`src/rtl/mult_writeback_pkg.sv`:
```
// Shared multiplier definitions: widths, the stage bundle handed to the tail
// stage, and the sign/zero fix-up applied to the unsigned magnitude product.
package mult_writeback_pkg;

  localparam int MULT_DATA_W = 32;
  localparam int REGDEST_W   = 5;
  localparam int SIGN_W      = 128;

  typedef struct packed {
    logic                     oper;
    logic [2*MULT_DATA_W-1:0] product;
    logic [REGDEST_W-1:0]     regdest;
    logic                     ispositive;
    logic                     iszero;
  } mult_stage_t;

  // Works at SIGN_W so any product width up to SIGN_W can truncate the result;
  // negation modulo 2^SIGN_W truncates to negation modulo the narrower width.
  function automatic logic [SIGN_W-1:0] apply_sign(input logic [SIGN_W-1:0] product,
                                                   input logic              ispositive,
                                                   input logic              iszero);
    logic [SIGN_W-1:0] result;
    if (iszero) begin
      result = {SIGN_W{1'b0}};
    end else if (ispositive) begin
      result = product;
    end else begin
      result = ~product + SIGN_W'(1);
    end
    return result;
  endfunction

endpackage

```
`src/rtl/mult_result_fifo.sv`:
```
// Generic synchronous FIFO with occupancy count; storage is not reset, only
// the pointers and count are.
module mult_result_fifo #(
  parameter int DEPTH = 2,
  parameter int WIDTH = 69
) (
  input  logic                         clock,
  input  logic                         reset,
  input  logic                         i_push,
  input  logic                         i_pop,
  input  logic [WIDTH-1:0]             i_data,
  output logic [WIDTH-1:0]             o_data,
  output logic [$clog2(DEPTH+1)-1:0]   o_count,
  output logic                         o_full,
  output logic                         o_empty
);

  localparam int PTR_W = $clog2(DEPTH);
  localparam int CNT_W = $clog2(DEPTH+1);

  logic [WIDTH-1:0] r_mem [DEPTH];
  logic [PTR_W-1:0] r_wr_ptr;
  logic [PTR_W-1:0] r_rd_ptr;
  logic [CNT_W-1:0] r_count;
  logic             w_push;
  logic             w_pop;

  assign w_push  = i_push && !o_full;
  assign w_pop   = i_pop && !o_empty;
  assign o_full  = (r_count == CNT_W'(DEPTH));
  assign o_empty = (r_count == CNT_W'(0));
  assign o_count = r_count;
  assign o_data  = r_mem[r_rd_ptr];

  // Entry storage write.
  always_ff @(posedge clock) begin
    if (w_push) begin
      r_mem[r_wr_ptr] <= i_data;
    end
  end

  // Pointers wrap naturally because DEPTH is a power of two.
  always_ff @(posedge clock or negedge reset) begin
    if (!reset) begin
      r_wr_ptr <= PTR_W'(0);
      r_rd_ptr <= PTR_W'(0);
      r_count  <= CNT_W'(0);
    end else begin
      if (w_push) begin
        r_wr_ptr <= r_wr_ptr + PTR_W'(1);
      end
      if (w_pop) begin
        r_rd_ptr <= r_rd_ptr + PTR_W'(1);
      end
      case ({w_push, w_pop})
        2'b10:   r_count <= r_count + CNT_W'(1);
        2'b01:   r_count <= r_count - CNT_W'(1);
        default: r_count <= r_count;
      endcase
    end
  end

endmodule

```
`src/rtl/mult_writeback.sv`:
```
// Multiplier tail stage: signs the magnitude product, buffers results and
// drains them to the register-file writeback port under valid/ready.
module mult_writeback
  import mult_writeback_pkg::*;
#(
  parameter int DEPTH  = 2,
  parameter int DATA_W = MULT_DATA_W
) (
  input  logic                  clock,
  input  logic                  reset,
  input  logic                  m2_m3_oper,
  input  logic [2*DATA_W-1:0]   m2_m3_product,
  input  logic [REGDEST_W-1:0]  m2_m3_regdest,
  input  logic                  m2_m3_ispositive,
  input  logic                  m2_m3_iszero,
  input  logic                  wb_ready,
  output logic                  m3_stall,
  output logic                  m3_wb_oper,
  output logic [REGDEST_W-1:0]  m3_wb_regdest,
  output logic [DATA_W-1:0]     m3_wb_result_lo,
  output logic [DATA_W-1:0]     m3_wb_result_hi
);

  localparam int PROD_W  = 2*DATA_W;
  localparam int ENTRY_W = REGDEST_W + PROD_W;
  localparam int CNT_W   = $clog2(DEPTH+1);

  logic [PROD_W-1:0]  w_result;
  logic               w_push;
  logic               w_pop;
  logic [ENTRY_W-1:0] w_head;
  logic [ENTRY_W-1:0] w_head_vis;
  logic [CNT_W-1:0]   w_count;
  logic               w_full;
  logic               w_empty;

  assign w_result = PROD_W'(apply_sign(SIGN_W'(m2_m3_product), m2_m3_ispositive, m2_m3_iszero));

  // Writes to r0 are swallowed here so they never occupy a buffer slot.
  assign w_push = m2_m3_oper && !m3_stall && (m2_m3_regdest != REGDEST_W'(0));
  assign w_pop  = m3_wb_oper && wb_ready;

  mult_result_fifo #(
    .DEPTH (DEPTH),
    .WIDTH (ENTRY_W)
  ) u_fifo (
    .clock   (clock),
    .reset   (reset),
    .i_push  (w_push),
    .i_pop   (w_pop),
    .i_data  ({m2_m3_regdest, w_result}),
    .o_data  (w_head),
    .o_count (w_count),
    .o_full  (w_full),
    .o_empty (w_empty)
  );

  // Stall and valid come straight from the registered count, so wb_ready
  // never reaches m3_stall combinationally.
  assign m3_stall   = w_full;
  assign m3_wb_oper = (w_count != CNT_W'(0));
  assign w_head_vis = w_empty ? {ENTRY_W{1'b0}} : w_head;

  assign m3_wb_regdest   = w_head_vis[ENTRY_W-1:PROD_W];
  assign m3_wb_result_hi = w_head_vis[PROD_W-1:DATA_W];
  assign m3_wb_result_lo = w_head_vis[DATA_W-1:0];

endmodule

```
`config.mk`:
```
export PLATFORM = sky130hd
export DESIGN_NAME = mult_writeback
export DESIGN_NICKNAME = d
export VERILOG_FILES = /design/src/rtl/mult_writeback_pkg.sv /design/src/rtl/mult_result_fifo.sv /design/src/rtl/mult_writeback.sv
export SDC_FILE = /design/constraint.sdc
export NUM_CORES = 1
export LEC_CHECK = 0
export CORE_AREA = 4 4 165 167
export CTS_BUF_LIST = sky130_fd_sc_hd__clkbuf_2 sky130_fd_sc_hd__clkbuf_4 sky130_fd_sc_hd__clkbuf_8
export DETAILED_ROUTE_END_ITERATION = 7
export DIE_AREA = 0 0 169 171
export SETUP_SLACK_MARGIN = 0.4
export SYNTH_ARGS = -nofsm -noshare
export SYNTH_HDL_FRONTEND = slang
export SYNTH_SLANG_ARGS = --single-unit
export TNS_END_PERCENT = 50
```
`constraint.sdc`:
```
create_clock -name clock -period 4.6 [get_ports clock]
set_input_delay 0.92 -clock clock [delete_from_list [all_inputs] [get_ports clock]]
set_output_delay 0.92 -clock clock [all_outputs]
set_load 0.02 [all_outputs]
```
==> results_dict.tcl <==
set metrics [dict create \
    root_buffer "clkbuf_8" \
    vias 5793 \
    synth_edf_count 138 \
    power.share.sequential 0.354 \
    grt_max_degree 70 \
    first_pass_iters 5 \
    endpoint_kind "primary output" \
    synth_area_mm2 0.00767 \
    drtAntennaViolNets 0 \
    track_usage 0.150 \
    cp-endpoint "m3_wb_result_hi[24]" \
    start_util 0.298 \
    leakagePower_nw 3.48 \
    cts_setup_buffers 0 \
    fp.dieH_um 171 \
    yosysWarnings 0 \
    syn2layout_area_growth_pct 30.0 \
    place_inst 1138 \
    syn_avg_cell_area_um2 11.2 \
    clkTransAtPathRegs_ns 0.08 \
    clock_skew_ns 0.0107 \
    crit_type "reg -> out" \
    ys_types 53 \
    fin_crit_ns 3.54 \
    r2r_slack_ns 2.03 \
    power_mw 5.52 \
    maxCapViolCount 0 \
    grt_pass1_wl_um 33100 \
    core.rowCount 59 \
    worstMarginPinSlew_ns 1.10 \
    dp_hpwl_um 15300 \
    finalCritPeriodShare 0.769 \
    reg2regPathDepth 4 \
    pwr-share-clk 0.202 \
    ios 146 \
    wl_um 21600 \
    power_switching_mw 2.05 \
    clock_sink_count 142 \
    place_ws_ns 0.771 \
    clock_latency_ns 0.44 \
    htreeDepth 4 \
    holdWs_ns 0.563 \
    core_area_mm2 0.0258 \
    cts_made_buffers 17 \
    initialDrtViolationCount 375 \
    path_max_fanout 35 \
    routedWlPerCell_um 18.5 \
    cts-hold-fix-buffers 0 \
    powerDensity_mw_per_mm2 554 \
    critPathLaunchType "register" \
    drv_slew 0 \
    switching_share 0.371 \
    die_area_mm2 0.0289 \
    rr_endpoint "u_fifo.r_mem[0][40]$_DFFE_PP_" \
    timing.fmax_mhz 283 \
    setup_ws_ns 1.06 \
    cts_tree "done" \
    finalNonFillerCells 1171 \
    ys_ff_latch 142 \
    combinationalPowerShare 0.444 \
    gp_congestion 0.841 \
    rsz0062_at_grt "false" \
    timing.rr.start "u_fifo.o_count[1]$_DFFE_PN0P_" \
    die_width_um 169 \
    cp.arrival_ns 2.62 \
    ctsResizeCount 0 \
    cts_buffer_depth 2 \
    grt-ovfl-total 0 \
    routed_via_density 4.95 \
    drive_gt1_frac 0.0838 \
    setup_tns_ns 0 \
    startpoint "u_fifo.r_rd_ptr$_DFFE_PN0P_" \
    slew_headroom 0.266 \
    async_reset_ff_frac 0.0282 \
    port_buffers 145 \
    nNetsFinal 899 \
    status "completed" \
    setup_viol 0 \
    grt_pass1_vias 5759 \
    intPower_mw 3.47 \
    synth_ff_type "edfxtp_1" \
    synth.yosys.seq_area_share 0.554 \
    syn_nets 763 \
    drc 0 \
    hold_violations 0 \
    syn-instance-count 686 \
    cp.required_ns 3.68 \
    irDropWorstVdd_uv 342 \
    antenna_found_initial 1 \
    hp-class "reg -> reg" \
]
[registers in the layout, summed over array words and instances (netlist names)]
| name | count |
|---|---|
| u_fifo.o_count | 2 |
| u_fifo.r_mem | 138 |
| u_fifo.r_rd_ptr | 1 |
| u_fifo.r_wr_ptr | 1 |
[per-stage QoR]
stage                      util  cell area (um^2)
after CTS                 0.387              9960
final                     0.387              9970
after global placement    0.369              9520
after global routing      0.387              9970
after detailed placement  0.369              9520
after floorplan               -              7670
[worst max-delay path, cell delays in order, from the launching register on]
cell             delay (ns)
dfrtp_4                0.89
buf_4                  0.39
mux2i_1                0.28
nor2_1                 0.06
clkdlybuf4s50_1        0.54
[logic make-up after synthesis]
kind of cell / after synthesis / synth area share
XOR/XNOR: 40 / 0.0457
AO/OA/AOI/OAI: 76 / 0.0671
AND/OR/NAND/NOR: 292 / 0.195
multiplexers: 83 / 0.110
flip-flops: 142 / 0.554
buffers and inverters: 51 / 0.0255
adder cells (fa/ha/maj): 2 / 0.00326
[final cells by class]
cell class                 instances  area [um^2]
clock buffer                      17          234
fill                            2513        15800
inverter                          10         37.5
clock inverter                    15          210
timing repair buffer             158         1560
sequential                       142         4250
tap                              335          419
antenna                            1         2.50
multi-input combinational        493         3250
[synth_stat cells, drive strengths merged (3+ instances only)]
master | number | area (um^2)
nor2 | 156 | 593
edfxtp | 138 | 4140
mux2i | 73 | 731
xnor2 | 38 | 333
clkbuf | 34 | 128
nor3 | 29 | 179
a21oi | 20 | 100
nor2b | 17 | 106
or3 | 16 | 100
a31oi | 14 | 87.6
nand2 | 14 | 52.6
nor4 | 13 | 115
or4 | 12 | 90.1
a41oi | 10 | 87.6
inv | 10 | 37.5
mux2 | 10 | 113
nand4 | 8 | 65.1
buf | 7 | 30.0
o21ai | 7 | 35.0
nand3 | 6 | 30.0
o311ai | 5 | 43.8
a221oi | 4 | 35.0
dfrtp | 4 | 100
o211ai | 4 | 30.0
and4 | 3 | 26.3
nand2b | 3 | 18.8
nor4b | 3 | 26.3
o31ai | 3 | 22.5
or2 | 3 | 18.8
or4b | 3 | 30.0
[metal layers]
layer,share of wire,global-route usage,up-vias
met1,0.44,0.198,2791
met4,0.012,0.0406,0
met5,0,0,-
met2,0.49,0.245,164
met3,0.060,0.0397,16
li1,-,-,2822
[power by group through the flow]
stage	Sequential (mW)	Combinational, mW	Clock [mW]
after global routing	1.99	2.66	1.21
after global placement	1.98	2.50	0
after CTS	1.96	2.51	1.15
after detailed placement	1.99	2.50	0
final	1.95	2.45	1.11
after floorplan	1.90	1.41	0
[cells in the final DEF (no fill, tap or decap), types with 8 or more instances in the layout]
cell type and count:
nor2_1 152, or4_1 12, clkdlybuf4s50_1 143, xnor2_1 38, nor4_1 9, mux2i_1 73, a21oi_1 20, nor2b_1 17
inv_1 10, mux2_2 8, or3_1 16, buf_4 11, a31oi_1 14, clkbuf_8 17, edfxtp_1 138, a41oi_1 10
nand2_1 14, nor3_1 26
[worst min path at each step]
stage,to,slack [ns],cells after the start,startpoint
floorplan,u_fifo.r_wr_ptr$_DFFE_PN0P_,0.47,1,u_fifo.r_wr_ptr$_DFFE_PN0P_
finish,u_fifo.r_wr_ptr$_DFFE_PN0P_,0.56,1,u_fifo.r_wr_ptr$_DFFE_PN0P_
global route,u_fifo.r_wr_ptr$_DFFE_PN0P_,0.60,1,u_fifo.r_wr_ptr$_DFFE_PN0P_
global placement,u_fifo.r_wr_ptr$_DFFE_PN0P_,0.53,1,u_fifo.r_wr_ptr$_DFFE_PN0P_
detailed placement,u_fifo.r_wr_ptr$_DFFE_PN0P_,0.54,1,u_fifo.r_wr_ptr$_DFFE_PN0P_
CTS,u_fifo.r_wr_ptr$_DFFE_PN0P_,0.56,1,u_fifo.r_wr_ptr$_DFFE_PN0P_
(Power assumes the default switching activity.)
